--- config.mk ---
export PLATFORM = sky130hd
export DESIGN_NAME = palette_lut
export DESIGN_NICKNAME = d
export VERILOG_FILES = /design/src/rtl/palette_pkg.sv /design/src/rtl/palette_bank_ram.sv /design/src/rtl/palette_lut.sv
export SDC_FILE = /design/constraint.sdc
export NUM_CORES = 1
export LEC_CHECK = 0
export CAP_MARGIN = 20
export CELL_PAD_IN_SITES_DETAIL_PLACEMENT = 1
export CELL_PAD_IN_SITES_GLOBAL_PLACEMENT = 1
export CORE_UTILIZATION = 50
export DETAILED_ROUTE_END_ITERATION = 12
export PLACE_DENSITY = 0.8
export SYNTH_ARGS = -nofsm -noshare
export SYNTH_HDL_FRONTEND = slang
export SYNTH_SLANG_ARGS = --single-unit
export TNS_END_PERCENT = 30
--- constraint.sdc ---
create_clock -name clk_in -period 5.56 [get_ports clk_in]
set_input_delay 1.112 -clock clk_in [delete_from_list [all_inputs] [get_ports clk_in]]
set_output_delay 1.112 -clock clk_in [all_outputs]
set_load 0.02 [all_outputs]
--- src/rtl/palette_pkg.sv ---
// Shared constants and types for the runtime-writable, double-buffered colour palette.
package palette_pkg;
  localparam int FADE_W   = 5;
  localparam int FADE_MAX = 16;

  typedef enum logic [1:0] {
    INIT,
    IDLE,
    COPY
  } state_t;

  // Element 0 is the least-significant slice; each colour is {R,G,B} at 8 bits per channel.
  localparam logic [15:0][23:0] DEFAULT_PALETTE = {
    24'hb2dcef, 24'h31a2f2, 24'h005784, 24'h1b2632,
    24'ha3ce27, 24'h44891a, 24'h2f484e, 24'hf7e26b,
    24'heb8931, 24'ha46422, 24'h493c2b, 24'he06f8b,
    24'hbe2633, 24'hffffff, 24'h9d9d9d, 24'h000000
  };
endpackage

--- src/rtl/palette_bank_ram.sv ---
// One palette bank: a single write port plus registered lookup and copy read ports.
// The copy port forwards same-edge write data so a write landing on the swap edge is copied too.
module palette_bank_ram #(
  parameter int IDX_W = 4,
  parameter int WIDTH = 24
) (
  input  logic             clk,
  input  logic             we,
  input  logic [IDX_W-1:0] waddr,
  input  logic [WIDTH-1:0] wdata,
  input  logic [IDX_W-1:0] look_addr,
  output logic [WIDTH-1:0] look_data,
  input  logic [IDX_W-1:0] copy_addr,
  output logic [WIDTH-1:0] copy_data
);
  localparam int DEPTH = 2**IDX_W;

  logic [WIDTH-1:0] mem [DEPTH];

  always_ff @(posedge clk) begin
    if (we) mem[waddr] <= wdata;
    look_data <= mem[look_addr];
    copy_data <= (we && (waddr == copy_addr)) ? wdata : mem[copy_addr];
  end
endmodule

--- src/rtl/palette_lut.sv ---
// Double-buffered colour LUT: writes go to a shadow bank, a commit swaps banks at the next frame
// start, and lookups pass through a fixed two-stage read + fade pipeline.
module palette_lut
  import palette_pkg::*;
#(
  parameter int IDX_W = 4,
  parameter int CH_W  = 8
) (
  input  logic              clk_in,
  input  logic              rst_n_in,
  input  logic [IDX_W-1:0]  idx_in,
  input  logic              valid_in,
  output logic [3*CH_W-1:0] color_out,
  output logic              valid_out,
  input  logic [FADE_W-1:0] fade_in,
  input  logic              wr_valid_in,
  output logic              wr_ready_out,
  input  logic [IDX_W-1:0]  wr_idx_in,
  input  logic [3*CH_W-1:0] wr_color_in,
  input  logic              commit_in,
  input  logic              frame_start_in,
  output logic              commit_pending_out,
  output logic              busy_out
);
  localparam int DEPTH = 2**IDX_W;
  localparam int COL_W = 3*CH_W;
  localparam logic [IDX_W-1:0]  LAST_IDX = IDX_W'(DEPTH - 1);
  localparam logic [FADE_W-1:0] FADE_SAT = FADE_W'(FADE_MAX);

  state_t           state;
  logic [IDX_W-1:0] cnt;
  logic             active;
  logic             shadow;
  logic             pending;
  logic             swap;

  logic [1:0]       bank_we;
  logic [IDX_W-1:0] bank_waddr;
  logic [COL_W-1:0] bank_wdata;
  logic [IDX_W-1:0] copy_addr;
  logic [COL_W-1:0] look_data [2];
  logic [COL_W-1:0] copy_data [2];

  logic              sel_q;
  logic              init_q;
  logic              v1_q;
  logic [FADE_W-1:0] fade_q;
  logic [COL_W-1:0]  s1_color;
  logic [COL_W-1:0]  faded;
  logic [CH_W+4:0]   prod;

  // Top CH_W bits of each 8-bit channel, zero-padded below when CH_W exceeds 8.
  function automatic logic [COL_W-1:0] scale_color(input logic [23:0] c);
    logic [CH_W+7:0] t;
    scale_color = '0;
    for (int k = 0; k < 3; k++) begin
      t = {c[k*8 +: 8], {CH_W{1'b0}}};
      scale_color[k*CH_W +: CH_W] = t[CH_W+7 -: CH_W];
    end
  endfunction

  for (genvar b = 0; b < 2; b++) begin : g_bank
    palette_bank_ram #(.IDX_W(IDX_W), .WIDTH(COL_W)) u_ram (
      .clk       (clk_in),
      .we        (bank_we[b]),
      .waddr     (bank_waddr),
      .wdata     (bank_wdata),
      .look_addr (idx_in),
      .look_data (look_data[b]),
      .copy_addr (copy_addr),
      .copy_data (copy_data[b])
    );
  end

  // Write handshake: a write transfers on a rising edge where wr_valid_in and wr_ready_out are
  // both high; wr_ready_out depends only on the state, never on wr_valid_in.
  assign shadow             = ~active;
  assign swap               = (state == IDLE) && frame_start_in && (pending || commit_in);
  assign wr_ready_out       = (state == IDLE);
  assign busy_out           = (state != IDLE);
  assign commit_pending_out = pending;
  // Copy reads run one entry ahead of the shadow writes, starting on the swap edge.
  assign copy_addr          = (state == COPY) ? cnt + 1'b1 : '0;

  always_comb begin
    bank_we    = '0;
    bank_waddr = cnt;
    bank_wdata = scale_color(DEFAULT_PALETTE[4'(cnt)]);
    case (state)
      INIT: bank_we = 2'b11;
      IDLE: begin
        bank_waddr      = wr_idx_in;
        bank_wdata      = wr_color_in;
        bank_we[shadow] = wr_valid_in;
      end
      COPY: begin
        bank_wdata      = copy_data[active];
        bank_we[shadow] = 1'b1;
      end
      default: bank_we = '0;
    endcase
  end

  always_ff @(posedge clk_in or negedge rst_n_in) begin
    if (!rst_n_in) begin
      state   <= INIT;
      cnt     <= '0;
      active  <= 1'b0;
      pending <= 1'b0;
    end else begin
      if (swap) pending <= 1'b0;
      else if (commit_in) pending <= 1'b1;
      case (state)
        INIT, COPY: begin
          cnt <= cnt + 1'b1;
          if (cnt == LAST_IDX) state <= IDLE;
        end
        IDLE: begin
          if (swap) begin
            active <= ~active;
            state  <= COPY;
          end
        end
        default: state <= INIT;
      endcase
    end
  end

  assign s1_color = init_q ? '0 : look_data[sel_q];

  always_comb begin
    faded = '0;
    prod  = '0;
    for (int k = 0; k < 3; k++) begin
      prod = {5'b0, s1_color[k*CH_W +: CH_W]} * {{CH_W{1'b0}}, fade_q};
      faded[k*CH_W +: CH_W] = prod[CH_W+3:4];
    end
  end

  always_ff @(posedge clk_in or negedge rst_n_in) begin
    if (!rst_n_in) begin
      sel_q     <= 1'b0;
      init_q    <= 1'b1;
      v1_q      <= 1'b0;
      fade_q    <= '0;
      color_out <= '0;
      valid_out <= 1'b0;
    end else begin
      sel_q     <= active;
      init_q    <= (state == INIT);
      v1_q      <= valid_in;
      fade_q    <= (fade_in > FADE_SAT) ? FADE_SAT : fade_in;
      color_out <= faded;
      valid_out <= v1_q;
    end
  end
endmodule

==> results of run 1 <==
[layer usage]
metal | part of all wire, % | GRT usage [%]
met5 | 0.045 | 0
met4 | 5.4 | 15.23
met3 | 12 | 7.504
met2 | 47 | 50.18
met1 | 36 | 41.79
[through the flow]
step	worst slack, ps	hold WS (ps)	area [µm²]
after floorplan	1414	331.2	42430
after global placement	1149	344.0	44800
after detailed placement	952.0	335.7	44800
after CTS	934.9	363.7	47980
after global routing	651.5	368.7	48040
final	905.2	356.1	48040
[cells in the final DEF, fill, tap and decap left out, types with 8 or more instances in the layout]
cell type,count
edfxtp_1,768
mux4_2,354
mux2i_1,186
nand2_1,129
clkbuf_16,93
inv_1,80
buf_4,74
and2_1,72
nor2_1,67
ha_1,66
clkdlybuf4s50_1,65
a21oi_1,49
fa_1,48
dfxtp_1,48
a22oi_1,43
dfrtp_1,39
o21ai_0,34
nor2_4,32
xnor2_1,29
nand3_1,26
mux2_2,22
clkinv_2,20
nand2b_1,19
a221oi_1,18
a31oi_1,18
a211oi_1,17
clkbuf_1,17
o2111ai_1,16
buf_12,14
bufinv_16,13
nor2b_1,11
o221ai_1,11
o22a_1,11
nand4_1,10
nand3b_1,9
nor3_1,9
a21o_1,8
o211ai_1,8
clkinvlp_4,8
[synth_stat cells, drive strengths merged (3+ instances only)]
| master | n | area [µm²] |
|---|---|---|
| o221ai | 11 | 96.34 |
| a31oi | 22 | 137.6 |
| o22ai | 6 | 37.54 |
| edfxtp | 768 | 23060 |
| xor2 | 7 | 61.31 |
| dfrtp | 40 | 1001 |
| or3 | 3 | 18.77 |
| o22a | 11 | 96.34 |
| o21ai | 34 | 170.2 |
| nand2 | 129 | 484.2 |
| o32a | 6 | 60.06 |
| nand2b | 19 | 118.9 |
| inv | 81 | 304.0 |
| a2bb2oi | 3 | 26.28 |
| nand3b | 9 | 67.56 |
| mux2 | 22 | 247.7 |
| dfxtp | 52 | 1041 |
| a211oi | 17 | 127.6 |
| and2 | 73 | 456.7 |
| a21o | 8 | 60.06 |
| fa | 48 | 960.9 |
| buf | 85 | 571.8 |
| nor2 | 100 | 375.4 |
| xnor2 | 29 | 254.0 |
| o2111ai | 16 | 140.1 |
| nand3 | 26 | 130.1 |
| o211ai | 8 | 60.06 |
| a221oi | 21 | 202.7 |
| o31ai | 6 | 45.04 |
| clkbuf | 85 | 319.1 |
| nand4 | 10 | 62.56 |
| mux4 | 355 | 7999 |
| nor2b | 13 | 81.33 |
| ha | 68 | 850.8 |
| a21oi | 49 | 245.2 |
| nor3 | 9 | 45.04 |
| mux2i | 186 | 1862 |
| a211o | 3 | 26.28 |
| a22oi | 43 | 322.8 |
| a2111o | 3 | 33.78 |
[power by group]
part / leakage, nW / total [mW] / internal, mW / switching, mW
Sequential: 7.92 / 12.7 / 11.5 / 1.15
Combinational: 6.55 / 11.5 / 3.67 / 7.87
Clock: 1.54 / 6.50 / 3.77 / 2.73
[cell type report]
type                            instances  area share (%)
Multi-Input combinational cell       1390           34.14
Sequential cell                       861           52.33
Antenna cell                            1        0.005209
Tap cell                             1134           2.953
Clock buffer                          114           5.092
Timing Repair Buffer                  161           3.300
Inverter                               82          0.6407
Clock inverter                         58           1.534
[cell families after synthesis]
kind of cell / Yosys count / share of synthesized area, %
AO/OA/AOI/OAI: 277 / 4.651
adder cells (fa/ha/maj): 116 / 4.270
AND/OR/NAND/NOR: 398 / 4.453
flip-flops: 861 / 59.23
XOR/XNOR: 36 / 0.7432
multiplexers: 563 / 23.83
buffers and inverters: 252 / 2.825
[state kept, by name, summed over array words and instances, names as in the netlist, named ones only]
| signal | flops |
|---|---|
| cnt | 4 |
| commit_pending_out | 1 |
| g_bank.u_ram.mem | 768 |
| active | 1 |
| valid_out | 1 |
| g_bank.u_ram.look_data | 48 |
| v1_q | 1 |
| state | 2 |
| color_out | 24 |
| fade_q | 5 |
| init_q | 1 |
| sel_q | 1 |
[how the worst max path moves through the flow]
stage | depth (start not counted) | to | slack [ps] | start
finish | 7 | g_bank[0].u_ram.mem[10][18]$_DFFE_PP_ | 910 | state[0]$_DFFE_PN0P_
global route | 14 | color_out[23]$_DFF_PN0_ | 650 | sel_q$_DFF_PN0_
CTS | 14 | color_out[15]$_DFF_PN0_ | 930 | sel_q$_DFF_PN0_
detailed placement | 14 | color_out[15]$_DFF_PN0_ | 950 | sel_q$_DFF_PN0_
global placement | 14 | color_out[23]$_DFF_PN0_ | 1150 | sel_q$_DFF_PN0_
floorplan | 15 | color_out[15]$_DFF_PN0_ | 1410 | init_q$_DFF_PN1_
[worst reg2reg max path: stages, from the launching register on]
cell and delay [ps]:
dfrtp_1 430, inv_1 150, ha_1 580, nand2b_1 800, nor2_1 960, o211ai_1 270, o2111ai_1 190, o32a_1 900
==> run_results.csv, run 1 <==
group,metric,value,unit
min_path,min_from,"v1_q$_DFF_PN0_",
detailed_routing,totalWireLength,134.6,mm
detailed_routing,detailroute.via_count,26270,
floorplanning,die_y,293.3,µm
cts,post_cts_resized,0,
place,gp_congestion,0.9496,
synthesis,seq_area_frac_synth,59.23,%
layout,fin_util,57.31,%
sta,worstMarginPinSlew,1184,ps
cts,cts_hold_buf,0,
min_path,holdPathStages,0,
grt,grt_max_degree,90,
critical_path,timing.rr.start,"state[0]$_DFFE_PN0P_",
cts,post_cts_buffers,0,
sta,max_slew_margin,21.04,%
sta,finClkSkew,41.61,ps
synthesis,async_flop_share,4.762,%
power_and_ir_drop,ir_drop,0.3996,mV
synthesis,postSynthCellCount,2503,
layout,fill_cells,7521,
critical_path,endpoint_kind,"flop",
sta,fin_tns_setup,0,ps
synthesis,synthFlopType,"edfxtp_1",
critical_path,crit_fanout,32,
min_path,hold_class,"flop to flop",
cts,cts.sinks,861,
layout,areaGrowthSynthToFinish,13.23,%
place,dp_cells,3624,
critical_path,worstSetupPathType,"flop to flop",
sta,rsz0062_at_grt,"no",
critical_path,critPathLaunchType,"flop",
floorplanning,ios,71,
job,maxCapViolCount,0,
critical_path,path_cells,"inv_1, ha_1, nand2b_1, nor2_1, o211ai_1, o2111ai_1, o32a_1",
grt,grt_first_pass_wirelength,195.1,mm
layout,seqCellArea,0.02514,mm²
cts,h-tree-depth,3,
power_and_ir_drop,total_power,30.70,mW
grt,antenna_found_initial,6,
critical_path,slowest_stage,"nor2_1",
synthesis,ys_ff_latch,861,
synthesis,synth_nets,2662,
detailed_routing,ant_nets,0,
critical_path,max_stage_delay,960,ps
critical_path,path_buf_inv,1,
synthesis,synth_edf_count,768,
critical_path,crit_family,"simple AND/OR/NAND/NOR gates",
floorplanning,die_x,293.3,µm
critical_path,worstPathArrival,4960,ps
cts,cts_buffer_depth,3,
place,dp.final_hpwl,85.62,mm
sta,period_needed,4655,ps
grt,grt_overflow,0,
sta,fmax,214.8,MHz
layout,fin_nets,2747,
sta,period_share,83.72,%
power_and_ir_drop,powerDensity,639.1,mW/mm²
cts,cts_root_buffer,"clkbuf_16",
critical_path,crit_required,5870,ps
sta,hold_viol,0,
sta,setup-violations-final,0,
cts,clk_pin_slew,60,ps
cts,cts_made_buffers,92,
cts,cts_tree,"built",
critical_path,rrSetupSlack,910,ps
cts,clock_latency,670,ps
grt,track_usage,31.77,%
synthesis,synth.avg_cell_area,16.95,µm²
sta,maxSlewViolCount,0,
detailed_routing,detail_route.vias_per_cell,6.912,
floorplanning,start_util,50.62,%
power_and_ir_drop,power.leakage,16.01,nW
critical_path,r2r-end,"g_bank[0].u_ram.mem[10][18]$_DFFE_PP_",
floorplanning,core_area,0.08382,mm²
layout,fin_cells,3801,
critical_path,reg2regPathDepth,7,
grt,grt_pass1_vias,27810,
synthesis,ys_types,61,
detailed_routing,routedWlPerCell,35.40,µm
detailed_routing,drt_iter0_drc,3338,
synthesis,synth_area,0.04243,mm²
layout,multi_input_area,0.01640,mm²
place,port_buffers,70,
outcome,status,"complete, no violations",
synthesis,ys_warn_count,0,
floorplanning,rows,106,
detailed_routing,drc,0,
floorplanning,die_area,0.08602,mm²
layout,drive_above_1_share,25.47,%
min_path,worstHoldEndpoint,"valid_out$_DFF_PN0_",
detailed_routing,dr.pass1.iters,5,
(Power assumes the default switching activity.)
==> run 2: changes to the inputs <==
--- a/config.mk
+++ b/config.mk
@@ -8,9 +8,9 @@
 export CAP_MARGIN = 20
 export CELL_PAD_IN_SITES_DETAIL_PLACEMENT = 1
 export CELL_PAD_IN_SITES_GLOBAL_PLACEMENT = 1
-export CORE_UTILIZATION = 50
+export CORE_UTILIZATION = 49
 export DETAILED_ROUTE_END_ITERATION = 12
-export PLACE_DENSITY = 0.8
+export PLACE_DENSITY = 0.82
 export SYNTH_ARGS = -nofsm -noshare
 export SYNTH_HDL_FRONTEND = slang
 export SYNTH_SLANG_ARGS = --single-unit
==> constraint.sdc (replaced) <==
create_clock -name clk_in -period 3.8 [get_ports clk_in]
set_input_delay 0.76 -clock clk_in [delete_from_list [all_inputs] [get_ports clk_in]]
set_output_delay 0.76 -clock clk_in [all_outputs]
set_load 0.02 [all_outputs]
==> run_results.csv, run 2 (same netlist as run 1, synthesis figures left out) <==
group,metric,value,unit
layout,final_cell_mix,"768 x edfxtp_1, 354 x mux4_2, 194 x buf_4",
power_and_ir_drop,powerDensity,942.7,mW/mm²
floorplanning,start_util,49.67,%
detailed_routing,ant_nets,0,
floorplanning,ios,71,
sta,maxSlewViolCount,0,
power_and_ir_drop,power_frac_comb,42.0,%
critical_path,reg2regPathDepth,15,
layout,fin_nets,2899,
min_path,worstHoldEndpoint,"valid_out$_DFF_PN0_",
detailed_routing,detailroute.via_count,27390,
cts,cts_tree,"built",
floorplanning,die_x,296.3,µm
power_and_ir_drop,clockPowerShare,19.3,%
power_and_ir_drop,intPower,28.58,mW
cts,clk_pin_slew,60,ps
layout,largest_reg_flops,768,
outcome,status,"finished, violations left",
critical_path,critPathLaunchType,"flop",
critical_path,r2r-end,"color_out[15]$_DFF_PN0_",
sta,max_slew_margin,24.18,%
layout,fin_cells,3965,
place,dp_cells,3773,
min_path,holdPathStages,0,
layout,top_regs,"g_bank.u_ram.mem (768), g_bank.u_ram.look_data (48), color_out (24)",
cts,cts_root_buffer,"clkbuf_16",
sta,fmax,252.0,MHz
cts,clock_latency,690,ps
detailed_routing,drt_iter0_drc,3491,
detailed_routing,totalWireLength,144.1,mm
grt,grt_first_pass_wirelength,205.4,mm
layout,areaGrowthSynthToFinish,16.86,%
floorplanning,die_y,296.3,µm
place,dp.final_hpwl,91.62,mm
critical_path,timing.rr.start,"sel_q$_DFF_PN0_",
cts,cts_buffer_depth,3,
power_and_ir_drop,swShare,38.86,%
sta,rsz0062_at_grt,"yes",
detailed_routing,dr.pass1.iters,5,
detailed_routing,detail_route.vias_per_cell,6.907,
cts,h-tree-depth,3,
sta,period_needed,3968,ps
job,maxCapViolCount,0,
sta,setup_slack,-168.2,ps
place,gp_congestion,0.9174,
sta,period_share,104.4,%
min_path,hold_class,"flop to flop",
layout,layout.cells.most_common,"edfxtp_1",
grt,track_usage,33.34,%
sta,finClkSkew,32.86,ps
grt,grt_max_degree,59,
grt,grt_pass1_vias,28740,
sta,fin_tns_setup,-1726,ps
grt,antenna_found_initial,4,
power_and_ir_drop,ir_drop,0.5907,mV
sta,worstMarginPinSlew,1132,ps
critical_path,rrSetupSlack,-170,ps
detailed_routing,drc,0,
cts,cts_made_buffers,92,
cts,cts.sinks,861,
critical_path,crit_fanout,8,
place,port_buffers,70,
floorplanning,rows,107,
sta,hold_viol,0,
critical_path,worstPathArrival,4580,ps
floorplanning,core_area,0.08541,mm²
layout,fin_util,58.05,%
floorplanning,die_area,0.08777,mm²
power_and_ir_drop,seqPwrFrac,38.7,%
power_and_ir_drop,power.leakage,16.80,nW
critical_path,endpoint_kind,"flop",
critical_path,crit_required,4410,ps
sta,whs,367.6,ps
grt,grt_overflow,0,
layout,drive_above_1_share,30.65,%
outcome,violations,"setup timing",
critical_path,worstSetupPathType,"flop to flop",
min_path,min_from,"v1_q$_DFF_PN0_",
layout,top_register,"g_bank.u_ram.mem",
power_and_ir_drop,switching_power,18.16,mW
detailed_routing,routedWlPerCell,36.35,µm
sta,setup-violations-final,19,
-- run 2: changes by cell type in the layout (fill, tap and decap cells not counted), moves of 6 or more --
cell,before,now
buf_12,14,37
ha_1,66,58
nor2_1,67,61
inv_6,1,10
clkinv_1,7,13
buf_4,74,194
bufinv_16,13,6
nor2_2,1,7
mux2i_1,186,180
ha_4,0,8
-- run 2: layout make-up --
type                            instances  area (µm²)
Multi-Input combinational cell       1390       16630
Antenna cell                            2       5.005
Tap cell                             1144        1431
Clock buffer                          115        2491
Timing Repair Buffer                  313        3087
Inverter                               82       307.8
Clock inverter                         58       489.2
Fill cell                            7698       35830
Sequential cell                       861       25140
-- run 2: worst max-delay path, cell delays in order (launching register included) --
cell and delay, ps:
dfrtp_2 520, buf_4 190, mux2i_1 220, nor2_1 100, and2_1 160, fa_1 470
fa_1 500, inv_1 50, fa_1 470, inv_1 60, ha_4 220, a21o_1 160
a21oi_2 150, o21ai_0 120, a221oi_1 340, xnor2_1 150
-- run 2: metal layers --
| layer | vias up | share of wire (%) | GRT usage, % |
|---|---|---|---|
| met5 | - | 0.12 | 0 |
| met4 | 10 | 6.3 | 17.92 |
| met3 | 567 | 12 | 9.773 |
| met2 | 2020 | 47 | 53.02 |
| met1 | 14220 | 34 | 41.27 |
| li1 | 10570 | - | - |
-- run 2: repair_timing --
item                                    in CTS  in global routing
endpoints found under the setup margin      21                 22
pin swaps                                    8                 15
hold buffers                                 0                  1
setup buffers                                4                  3
endpoints found under the hold margin        0                 10
gates resized for setup                     12                 25
-- run 2: metrics by stage --
stage | total power [mW] | setup slack, ps | cell area, µm²
6_report | 46.74 | -168.2 | 49580
5_1_grt | 47.89 | -367.1 | 49580
4_1_cts | 45.66 | -163.8 | 49250
3_5_place_dp | 36.42 | -292.6 | 46190
3_3_place_gp | 35.03 | -177.4 | 46190
2_1_floorplan | 27.86 | -15.75 | 42540
-- run 2: how the worst max path moves through the flow --
| stage | from | end | slack, ps | depth (start not counted) |
|---|---|---|---|---|
| 3_3_place_gp | sel_q$_DFF_PN0_ | color_out[7]$_DFF_PN0_ | -180 | 14 |
| 5_1_grt | sel_q$_DFF_PN0_ | color_out[15]$_DFF_PN0_ | -370 | 15 |
| 6_report | sel_q$_DFF_PN0_ | color_out[15]$_DFF_PN0_ | -170 | 15 |
| 2_1_floorplan | sel_q$_DFF_PN0_ | color_out[15]$_DFF_PN0_ | -20 | 16 |
| 4_1_cts | sel_q$_DFF_PN0_ | color_out[7]$_DFF_PN0_ | -160 | 14 |
| 3_5_place_dp | sel_q$_DFF_PN0_ | color_out[7]$_DFF_PN0_ | -290 | 14 |
-- run 2: power by group through the flow --
stage	combinational (mW)	clock [mW]	sequential, mW
3_3_place_gp	17.2	0	17.9
3_5_place_dp	18.2	0	18.2
4_1_cts	18.5	9.07	18.1
2_1_floorplan	10.2	0	17.7
5_1_grt	20.3	9.37	18.2
6_report	19.6	9.03	18.1
